<file path="config.mk">
export PLATFORM = sky130hd
export DESIGN_NAME = pico_ctrl_sequencer
export DESIGN_NICKNAME = d
export VERILOG_FILES = /design/src/rtl/pico_ctrl_sequencer_pkg.sv /design/src/rtl/pico_cond_sync.sv /design/src/rtl/pico_ctrl_sequencer.sv
export SDC_FILE = /design/constraint.sdc
export NUM_CORES = 1
export LEC_CHECK = 0
export CORE_UTILIZATION = 45
export DETAILED_ROUTE_END_ITERATION = 10
export GPL_TIMING_DRIVEN = 0
export MAX_ROUTING_LAYER = met4
export PLACE_DENSITY = 0.82
export SLEW_MARGIN = 20
export SYNTH_ARGS = -nofsm -noshare
export SYNTH_HDL_FRONTEND = slang
export SYNTH_SLANG_ARGS = --single-unit
</file>
<file path="constraint.sdc">
create_clock -name clk -period 2.4 [get_ports clk]
set_input_delay 0.72 -clock clk [delete_from_list [all_inputs] [get_ports clk]]
set_output_delay 0.72 -clock clk [all_outputs]
set_load 0.02 [all_outputs]
</file>
<file path="src/rtl/pico_ctrl_sequencer_pkg.sv">
// ---------------------------------------------------------------------------
// pico_ctrl_sequencer_pkg
//   Shared definitions for the PicoCtrl sequencer: FSM states, instruction
//   field layout and the opcode field constants.
//   Instruction word: [15:13] cond_sel, [12] cond_val, [11:10] action,
//                     [9:8] reg, [7:0] imm.
// ---------------------------------------------------------------------------
package pico_ctrl_sequencer_pkg;

  typedef enum logic {
    FETCH = 1'b0,
    EXEC  = 1'b1
  } state_t;

  typedef struct packed {
    logic [2:0] cond_sel;
    logic       cond_val;
    logic [1:0] action;
    logic [1:0] rsel;
    logic [7:0] imm;
  } instr_t;

  // Condition field: {cond_sel, cond_val}; c[0] is tied low so 0/0 is "always".
  localparam logic [3:0] IF_ALWAYS  = 4'b0000;
  localparam logic [3:0] IF_C1_EQ_1 = 4'b0011;

  localparam logic [1:0] THEN_NOP   = 2'b00;
  localparam logic [1:0] THEN_WRITE = 2'b01;
  localparam logic [1:0] THEN_JUMP  = 2'b10;
  localparam logic [1:0] THEN_CALL  = 2'b11;

  localparam logic [1:0] TO_REG_0 = 2'b00;
  localparam logic [1:0] TO_REG_1 = 2'b01;
  localparam logic [1:0] TO_REG_2 = 2'b10;
  localparam logic [1:0] TO_REG_3 = 2'b11;

  // Sub-operations of action 11, selected by the reg field.
  localparam logic [1:0] SUB_CALL = 2'b00;
  localparam logic [1:0] SUB_RET  = 2'b01;

  localparam logic [15:0] NOP = 16'h0000;

  localparam int STACK_DEPTH = 4;

endpackage

</file>
<file path="src/rtl/pico_cond_sync.sv">
// ---------------------------------------------------------------------------
// pico_cond_sync
//   NSYNC-deep flop synchroniser for the external condition inputs.
//   Ports:
//     clk     in  1      rising-edge clock
//     reset   in  1      asynchronous, active-high; clears every stage
//     i_cond  in  WIDTH  raw asynchronous inputs
//     o_cond  out WIDTH  synchronised copy (last stage)
// ---------------------------------------------------------------------------
module pico_cond_sync #(
  parameter int NSYNC = 2,
  parameter int WIDTH = 7
) (
  input  logic             clk,
  input  logic             reset,
  input  logic [WIDTH-1:0] i_cond,
  output logic [WIDTH-1:0] o_cond
);

  logic [NSYNC-1:0][WIDTH-1:0] r_stage;

  always_ff @(posedge clk or posedge reset) begin
    if (reset) begin
      r_stage <= '0;
    end else begin
      r_stage[0] <= i_cond;
      for (int i = 1; i < NSYNC; i++) begin
        r_stage[i] <= r_stage[i-1];
      end
    end
  end

  assign o_cond = r_stage[NSYNC-1];

endmodule

</file>
<file path="src/rtl/pico_ctrl_sequencer.sv">
// ---------------------------------------------------------------------------
// pico_ctrl_sequencer
//   Fetch/execute engine of PicoCtrl. Two cycles per instruction (FETCH,
//   EXEC). In EXEC the ROM word is decoded and, if its condition holds on the
//   synchronised inputs, writes an immediate to one of four output registers
//   or jumps.
//   Optional feature macro: PICO_CALL_EN -- enables call/return (action 11)
//   with a 4-entry circular return stack. Without it action 11 is a nop.
//   Ports:
//     clk       in  1         rising-edge clock
//     reset     in  1         asynchronous, active-high
//     en        in  1         1 = run; 0 = hold in FETCH
//     rom_addr  out ADDR_W    registered PC
//     rom_data  in  16        instruction word for rom_addr
//     cond_in   in  7         condition bits c[7:1] (cond_in[0] = c[1])
//     out_reg   out 4*DATA_W  register r at [8r+7:8r]
//     out_wr    out 4         one-cycle write strobe, aligned with out_reg
// ---------------------------------------------------------------------------
module pico_ctrl_sequencer
  import pico_ctrl_sequencer_pkg::*;
#(
  parameter int ADDR_W = 5,
  parameter int DATA_W = 8,
  parameter int NSYNC  = 2
) (
  input  logic                clk,
  input  logic                reset,
  input  logic                en,
  output logic [ADDR_W-1:0]   rom_addr,
  input  logic [15:0]         rom_data,
  input  logic [6:0]          cond_in,
  output logic [4*DATA_W-1:0] out_reg,
  output logic [3:0]          out_wr
);

  state_t                  r_state, w_state_next;
  logic [ADDR_W-1:0]       r_pc, w_pc_next, w_pc_inc;
  logic [3:0][DATA_W-1:0]  r_out, w_out_next;
  logic [3:0]              r_wr, w_wr_next;
  logic [6:0]              w_c_sync;
  logic [7:0]              w_c;
  instr_t                  w_instr;
  logic                    w_cond;

  pico_cond_sync #(
    .NSYNC (NSYNC),
    .WIDTH (7)
  ) u_cond_sync (
    .clk    (clk),
    .reset  (reset),
    .i_cond (cond_in),
    .o_cond (w_c_sync)
  );

  assign w_c      = {w_c_sync, 1'b0};
  assign w_instr  = instr_t'(rom_data);
  assign w_cond   = (w_c[w_instr.cond_sel] == w_instr.cond_val);
  assign w_pc_inc = r_pc + ADDR_W'(1);

`ifdef PICO_CALL_EN
  // Circular return stack: r_sp is the next write slot, r_cnt saturates at
  // the depth, so a push when full lands on the oldest entry.
  logic [ADDR_W-1:0] r_stack [STACK_DEPTH];
  logic [1:0]        r_sp;
  logic [2:0]        r_cnt;
  logic [1:0]        w_sp_top;
  logic              w_push, w_pop;

  assign w_sp_top = r_sp - 2'd1;
`endif

  always_comb begin
    w_state_next = r_state;
    w_pc_next    = r_pc;
    w_out_next   = r_out;
    w_wr_next    = '0;
`ifdef PICO_CALL_EN
    w_push       = 1'b0;
    w_pop        = 1'b0;
`endif
    case (r_state)
      FETCH: begin
        if (en) w_state_next = EXEC;
      end
      EXEC: begin
        // The instruction always completes, regardless of en.
        w_state_next = FETCH;
        w_pc_next    = w_pc_inc;
        if (w_cond) begin
          case (w_instr.action)
            THEN_WRITE: begin
              w_out_next[w_instr.rsel] = w_instr.imm;
              w_wr_next[w_instr.rsel]  = 1'b1;
            end
            THEN_JUMP: w_pc_next = w_instr.imm[ADDR_W-1:0];
`ifdef PICO_CALL_EN
            THEN_CALL: begin
              if (w_instr.rsel == SUB_CALL) begin
                w_push    = 1'b1;
                w_pc_next = w_instr.imm[ADDR_W-1:0];
              end else if (w_instr.rsel == SUB_RET) begin
                w_pop     = 1'b1;
                w_pc_next = (r_cnt == 3'd0) ? '0 : r_stack[w_sp_top];
              end
            end
`endif
            default: ;
          endcase
        end
      end
      default: w_state_next = FETCH;
    endcase
  end

  always_ff @(posedge clk or posedge reset) begin
    if (reset) begin
      r_state <= FETCH;
      r_pc    <= '0;
      r_out   <= '0;
      r_wr    <= '0;
    end else begin
      r_state <= w_state_next;
      r_pc    <= w_pc_next;
      r_out   <= w_out_next;
      r_wr    <= w_wr_next;
    end
  end

`ifdef PICO_CALL_EN
  always_ff @(posedge clk or posedge reset) begin
    if (reset) begin
      r_sp  <= '0;
      r_cnt <= '0;
      for (int i = 0; i < STACK_DEPTH; i++) begin
        r_stack[i] <= '0;
      end
    end else if (w_push) begin
      r_stack[r_sp] <= w_pc_inc;
      r_sp          <= r_sp + 2'd1;
      if (r_cnt != 3'(STACK_DEPTH)) r_cnt <= r_cnt + 3'd1;
    end else if (w_pop && (r_cnt != 3'd0)) begin
      r_sp  <= w_sp_top;
      r_cnt <= r_cnt - 3'd1;
    end
  end
`endif

  assign rom_addr = r_pc;
  assign out_reg  = r_out;
  assign out_wr   = r_wr;

endmodule

</file>
# Word level (Yosys, flattened, before mapping)
# Index checks and enable logic that the tools add are counted.
[classes] add_sub_neg=1 magnitude_cmp=3 eq_ne=3 muxes=14 n_bitwise=1 reduce_logical=2
[ops] op="$bwmux W32" n=1
[ops] op="$demux W8 S2" n=1
[ops] op="$mux W4" n=3
[ops] op="$mux W5" n=2
[ops] op="$mux W8" n=1
[ops] op="$add A5 B1 Y5 const B" n=1
[ops] op="$lt A3 B4 Y1 const B" n=1
[ops] op="$bmux W1 S3" n=1
[ops] op="$lt A2 B3 Y1 const B" n=1
[ops] op="$mux W1" n=3
[ops] op="$reduce_and A3 Y1" n=1
[ops] op="$demux W1 S2" n=1
[ops] op="$eq A2 B1 Y1 const B" n=1
[ops] op="$eq A2 B2 Y1 const B" n=1
[ops] op="$ge A2 B1 Y1 const B" n=1
[ops] op="$pmux W1 S2" n=1
[ops] op="$eq A1 B1 Y1" n=1
[ops] op="$logic_and A1 B1 Y1" n=1
[ops] op="$not A1 Y1" n=1
[totals] ff_bits=56 in_bits=26 out_inout_bits=41 wordCells=33

# Longest topological paths before layout
[depth] ltp_word=7 mapped_depth=6 mapped_depth_nobuf=5

# Cells and area by module
# A second synthesis with hierarchy kept.
[unflattened] cells_unflattened=142 area_unflattened_um2=2203.4
[by_module_without_submodules] mod="pico_ctrl_sequencer" instances=1 cells_each=120 area_each_um2=1796.7 seq_area_each_um2=1051.0
[by_module_without_submodules] mod="pico_cond_sync" instances=1 cells_each=22 area_each_um2=406.6 seq_area_each_um2=350.3

# Least setup slack after synthesis
# Ideal clock, no wire load.
[synth_timing] path_type="input -> register" from="in rom_data[15]" to="reg r_out (netlist bit out_reg[0])" setup_time_ps=125 arrival_time_ps=2014 required_time_ps=2275 setup_slack_ps=262 cell_stages=6 path_buffers=1 path_cell_list="mux2_4 > a221oi_2 > o21ai_0 > buf_4 > nand3_4 > mux2_2"
[synth_via] elab_chain_cells=4
[synth_lines] element="from (decl)" line="pico_ctrl_sequencer.sv:30" rtl="input logic [15:0] rom_data,"
[synth_lines] element="$bmux W1 S3" line="pico_ctrl_sequencer.sv:57" rtl="assign w_cond = (w_c[w_instr.cond_sel] == w_instr.cond_val);"
[synth_lines] element="$mux W1 (not written as such)" line="pico_ctrl_sequencer.sv:57"
[synth_lines] element="$eq A1 B1 Y1" line="pico_ctrl_sequencer.sv:57"
[synth_lines] element="$reduce_and A3 Y1 (no line)"
[synth_lines] element="to (signal assigned)" line="pico_ctrl_sequencer.sv:124" rtl="r_out <= w_out_next;"
[synth_lines] element="to (decl)" line="pico_ctrl_sequencer.sv:38" rtl="logic [3:0][DATA_W-1:0] r_out, w_out_next;"
# Every way passes these cells. The select of a mux whose other input is x is not followed.
# A chain may end at the register's enable or synchronous reset.

# Worst setup path in the final report
[layout_timing] from="in rom_data[13]" to="reg r_out (netlist bit out_reg[15])"
# Same word-level chain as after synthesis.

==> impl_metrics.prom <==
# TYPE chip_impl_metric gauge
chip_impl_metric{name="syn_inst",unit=""} 148
chip_impl_info{name="min_from",value="u_cond_sync.r_stage[2]"} 1
chip_impl_metric{name="htreeDepth",unit=""} 2
chip_impl_metric{name="timing.max_cap.violations",unit=""} 0
chip_impl_metric{name="psw",unit="uW"} 742.8
chip_impl_metric{name="die_width",unit="um"} 72.39
chip_impl_metric{name="vdd_drop_max",unit="V"} 0.0005472
chip_impl_metric{name="drt_iter0_drc",unit=""} 104
chip_impl_metric{name="overflow",unit=""} 0
chip_impl_info{name="synth.largest_area_cell",value="sky130_fd_sc_hd__dfrtp_1"} 1
chip_impl_metric{name="finalClockSkew",unit="ns"} 0.007417
chip_impl_metric{name="critPathMaxFanout",unit=""} 6
chip_impl_metric{name="cts_inserted_buffers",unit=""} 5
chip_impl_metric{name="internal_power",unit="mW"} 1.820
chip_impl_metric{name="power.static_leakage",unit="nW"} 1.384
chip_impl_metric{name="via_count_of_the_first_global_routing_pass",unit=""} 1460
chip_impl_metric{name="synthSimpleGateAreaFrac",unit="%"} 10.83
chip_impl_metric{name="route.vias.total",unit=""} 1472
chip_impl_metric{name="timing.final.setup_violations",unit=""} 0
chip_impl_metric{name="crit_required",unit="ns"} 2.59
chip_impl_metric{name="wl_per_cell",unit="um"} 16.45
chip_impl_metric{name="synth.distinct_cells",unit=""} 33
chip_impl_metric{name="place_hpwl",unit="mm"} 2.977
chip_impl_metric{name="timing_max_transition_violations_final",unit=""} 0
chip_impl_metric{name="grt_start_max_net_pins",unit=""} 57
chip_impl_metric{name="initial_core_util",unit="%"} 46.89
chip_impl_metric{name="utilization",unit="%"} 66.61
chip_impl_metric{name="fin_nets",unit=""} 254
chip_impl_metric{name="xor_xnor_cell_area_share_of_the_yosys_netlist",unit="%"} 0
chip_impl_info{name="ys_top_cells_by_area",value="sky130_fd_sc_hd__dfrtp_1, sky130_fd_sc_hd__mux2_2, sky130_fd_sc_hd__nand3_4"} 1
chip_impl_metric{name="max_slew.worst_pin.slew",unit="ns"} 0.6773
chip_impl_metric{name="hold_slack",unit="ns"} 0.3444
chip_impl_metric{name="synth.mux.area_fraction",unit="%"} 18.18
chip_impl_info{name="setup_repair_after_global_routing_missed_its_margin",value="no"} 1
chip_impl_info{name="path_class",value="in -> reg"} 1
chip_impl_metric{name="finalHoldViolCount",unit=""} 0
chip_impl_info{name="clock-root-buffer",value="sky130_fd_sc_hd__clkbuf_8"} 1
chip_impl_metric{name="number_of_antenna_violations_at_the_first_check_in_global_routing",unit=""} 0
chip_impl_metric{name="drt-vias-per-instance",unit=""} 5.024
chip_impl_metric{name="ys_seq_elements",unit=""} 56
chip_impl_metric{name="setup_tns_final",unit="ns"} 0
chip_impl_metric{name="dpl-instance-area",unit="um^2"} 2977
chip_impl_metric{name="route.antenna.remaining_nets",unit=""} 0
chip_impl_metric{name="share_seq_of_total_power",unit="%"} 46.3
chip_impl_metric{name="share_of_synthesized_area_occupied_by_flip_flops_and_latches",unit="%"} 62.85
chip_impl_metric{name="layout-area-overhead-vs-synth",unit="%"} 42.03
chip_impl_metric{name="fp-row-count",unit=""} 25
chip_impl_metric{name="numPortBuffers",unit=""} 66
chip_impl_metric{name="fin_crit",unit="ns"} 2.295
chip_impl_metric{name="post_synth_fa_ha_maj_area_fraction",unit="%"} 0.5612
chip_impl_metric{name="postSynthAreaPerCell",unit="um^2"} 15.07
chip_impl_metric{name="insertion_delay",unit="ns"} 0.30
chip_impl_metric{name="final_min_period_over_clock_period",unit="%"} 95.64
chip_impl_metric{name="postSynthNetCount",unit=""} 175
chip_impl_metric{name="p_clk_share",unit="%"} 22.5
chip_impl_metric{name="cts_num_sinks",unit=""} 56
chip_impl_info{name="hold_path_class",value="reg -> reg"} 1
chip_impl_metric{name="synth_top_cell_area_share",unit="%"} 62.85
chip_impl_metric{name="report.power.total",unit="mW"} 2.563
chip_impl_metric{name="worst_slew_margin_rel",unit="%"} 54.85
chip_impl_metric{name="grt_pass1_wl",unit="mm"} 7.638
chip_impl_info{name="cts_tree",value="built"} 1
chip_impl_info{name="cp-startpoint",value="rom_data[13]"} 1
chip_impl_info{name="combinational_family_with_the_most_area_after_synthesis",value="multiplexers"} 1
chip_impl_metric{name="comb_power_share",unit="%"} 31.2
chip_impl_metric{name="die-area",unit="um^2"} 5240
chip_impl_metric{name="synth.cell_area",unit="um^2"} 2230
chip_impl_metric{name="worstPathArrival",unit="ns"} 2.48
chip_impl_metric{name="final_design_area_no_fill",unit="um^2"} 3167
chip_impl_metric{name="finalWirelength",unit="mm"} 4.819
chip_impl_metric{name="core_area",unit="um^2"} 4755
chip_impl_metric{name="cellPowerDensity",unit="nW/um^2"} 809.4
chip_impl_metric{name="number_of_hold_repair_buffers_added_at_the_cts_stage",unit=""} 0
chip_impl_metric{name="clk_transition_reported_paths",unit="ns"} 0.09
chip_impl_metric{name="regArea",unit="um^2"} 1401
chip_impl_metric{name="synth_compound_gate_area_share",unit="%"} 5.387
chip_impl_info{name="start_kind",value="primary input"} 1
chip_impl_metric{name="synth_warnings",unit=""} 0
chip_impl_metric{name="detail_route.drc_violations",unit=""} 0
chip_impl_metric{name="firstDrtPassIters",unit=""} 4
chip_impl_metric{name="fraction_of_final_layout_cells_with_drive_strength_greater_than_1",unit="%"} 28.32
chip_impl_metric{name="final.fill_count",unit=""} 375
chip_impl_info{name="endpoint_class_of_the_critical_path",value="register"} 1
chip_impl_metric{name="largest_reg_flops",unit=""} 32
chip_impl_metric{name="switching_share",unit="%"} 28.98
chip_impl_metric{name="max-clock-path-buffers",unit=""} 2
chip_impl_metric{name="die_outline_height",unit="um"} 72.39
chip_impl_metric{name="global_route.usage.total",unit="%"} 20.32
chip_impl_metric{name="antenna-diode-count",unit=""} 0
chip_impl_info{name="critical_path.reg2reg.startpoint",value="u_cond_sync.o_cond[0]"} 1
chip_impl_metric{name="gp_routability_congestion",unit=""} 0.7788
chip_impl_info{name="status",value="finished clean"} 1
chip_impl_metric{name="multi_input_area",unit="um^2"} 852.1
chip_impl_metric{name="clock.fmax",unit="MHz"} 435.7
chip_impl_metric{name="pin_count",unit=""} 67
[critical path: stages]
cell and delay, ns:
sky130_fd_sc_hd__clkdlybuf4s15_1 0.25, sky130_fd_sc_hd__mux2_2 0.36, sky130_fd_sc_hd__o22ai_1 0.17, sky130_fd_sc_hd__o21ai_0 0.13
sky130_fd_sc_hd__buf_4 0.20, sky130_fd_sc_hd__buf_4 0.19, sky130_fd_sc_hd__nand3_4 0.13, sky130_fd_sc_hd__mux2_2 0.34
[path summary, 6_finish.rpt]
| path | slack (ns) | cells past startpoint | end |
|---|---|---|---|
| max in group asynchronous | 1.07 | 2 | out_reg[29] |
| max | 0.10 | 8 | out_reg[15] |
| min | 0.34 | 0 | u_cond_sync.o_cond[2] |
| min reg2reg | 0.34 | 0 | u_cond_sync.o_cond[2] |
| min in group asynchronous | 0.87 | 2 | u_cond_sync.o_cond[4] |
| max reg2reg | 0.40 | 7 | out_reg[15] |
[what timing repair did]
item                                    4_1_cts  5_1_grt
endpoints found under the setup margin       35       19
resized for setup                             8        4
cloned                                        4        0
setup buffers                                 2        0
pin swaps                                     1        0
[routing by layer]
| metal | GRT usage (%) | up-vias | wire length (um) |
|---|---|---|---|
| met2 | 29.39 | 38 | 2238 |
| met1 | 29.81 | 735 | 2343 |
| met3 | 2.778 | 5 | 185 |
| met5 | - | - | 0 |
| li1 | - | 694 | - |
| met4 | 6.536 | 0 | 51 |
[final cells by class]
cell class	count	area share, %
timing repair buffer	68	21.18
sequential	56	44.25
clock inverter	1	0.9482
tap	67	2.647
clock buffer	5	2.173
inverter	7	0.9087
multi-input combinational	86	26.91
buffer	3	0.9878
[layout by cell type (no fill, tap or decap), drive strengths merged, types with 3 or more instances in the layout]
| master | synthesis | layout |
|---|---|---|
| clkdlybuf4s50 | 0 | 64 |
| dfrtp | 56 | 56 |
| mux2 | 35 | 35 |
| nand3 | 6 | 10 |
| inv | 7 | 7 |
| clkbuf | 1 | 7 |
| nand2 | 6 | 6 |
| nor2b | 4 | 4 |
| buf | 2 | 4 |
| or3 | 3 | 3 |
| and2 | 3 | 3 |
[logic make-up after synthesis]
| family | after synthesis |
|---|---|
| flip-flops | 56 |
| multiplexers | 35 |
| AND/OR/NAND/NOR | 33 |
| AO/OA/AOI/OAI | 13 |
| buffers and inverters | 10 |
| adder cells (fa/ha/maj) | 1 |
[synth_stat cells]
| library cell | n |
|---|---|
| sky130_fd_sc_hd__dfrtp_1 | 56 |
| sky130_fd_sc_hd__mux2_2 | 32 |
| sky130_fd_sc_hd__inv_1 | 7 |
| sky130_fd_sc_hd__nand2_1 | 6 |
| sky130_fd_sc_hd__nand3_4 | 4 |
| sky130_fd_sc_hd__nor2b_1 | 4 |
| sky130_fd_sc_hd__and2_1 | 3 |
| sky130_fd_sc_hd__mux2_4 | 3 |
| sky130_fd_sc_hd__or3_1 | 3 |
| sky130_fd_sc_hd__a221o_2 | 2 |
| sky130_fd_sc_hd__a32oi_1 | 2 |
| sky130_fd_sc_hd__nand2b_1 | 2 |
| sky130_fd_sc_hd__nand3_1 | 2 |
| sky130_fd_sc_hd__nand3b_1 | 2 |
| sky130_fd_sc_hd__nor3b_1 | 2 |
| sky130_fd_sc_hd__a221oi_2 | 1 |
| sky130_fd_sc_hd__a311o_2 | 1 |
| sky130_fd_sc_hd__a311oi_1 | 1 |
| sky130_fd_sc_hd__a31o_2 | 1 |
| sky130_fd_sc_hd__a41oi_1 | 1 |
| sky130_fd_sc_hd__and2b_2 | 1 |
| sky130_fd_sc_hd__and3_2 | 1 |
| sky130_fd_sc_hd__buf_4 | 1 |
| sky130_fd_sc_hd__buf_6 | 1 |
| sky130_fd_sc_hd__clkbuf_1 | 1 |
| sky130_fd_sc_hd__ha_1 | 1 |
| sky130_fd_sc_hd__nand4b_1 | 1 |
| sky130_fd_sc_hd__nor2_1 | 1 |
| sky130_fd_sc_hd__nor3_1 | 1 |
| sky130_fd_sc_hd__o211ai_1 | 1 |
| sky130_fd_sc_hd__o21ai_0 | 1 |
| sky130_fd_sc_hd__o221ai_1 | 1 |
| sky130_fd_sc_hd__o22ai_1 | 1 |
[per-stage QoR]
stage          cells  setup slack, ns
3_5_place_dp     281          -0.4641
6_report         293           0.1047
2_1_floorplan    148           0.2617
4_1_cts          293          0.01260
5_1_grt          293         0.005205
3_3_place_gp     281          -0.6484
[power by group through the flow]
stage | Clock [mW] | Combinational [mW] | Sequential [mW]
6_report | 0.577 | 0.800 | 1.19
3_3_place_gp | 0 | 0.771 | 1.20
3_5_place_dp | 0 | 0.787 | 1.20
5_1_grt | 0.628 | 0.852 | 1.21
2_1_floorplan | 0 | 0.236 | 1.36
4_1_cts | 0.590 | 0.807 | 1.19
Note: power is estimated with default switching activity, not from simulation.
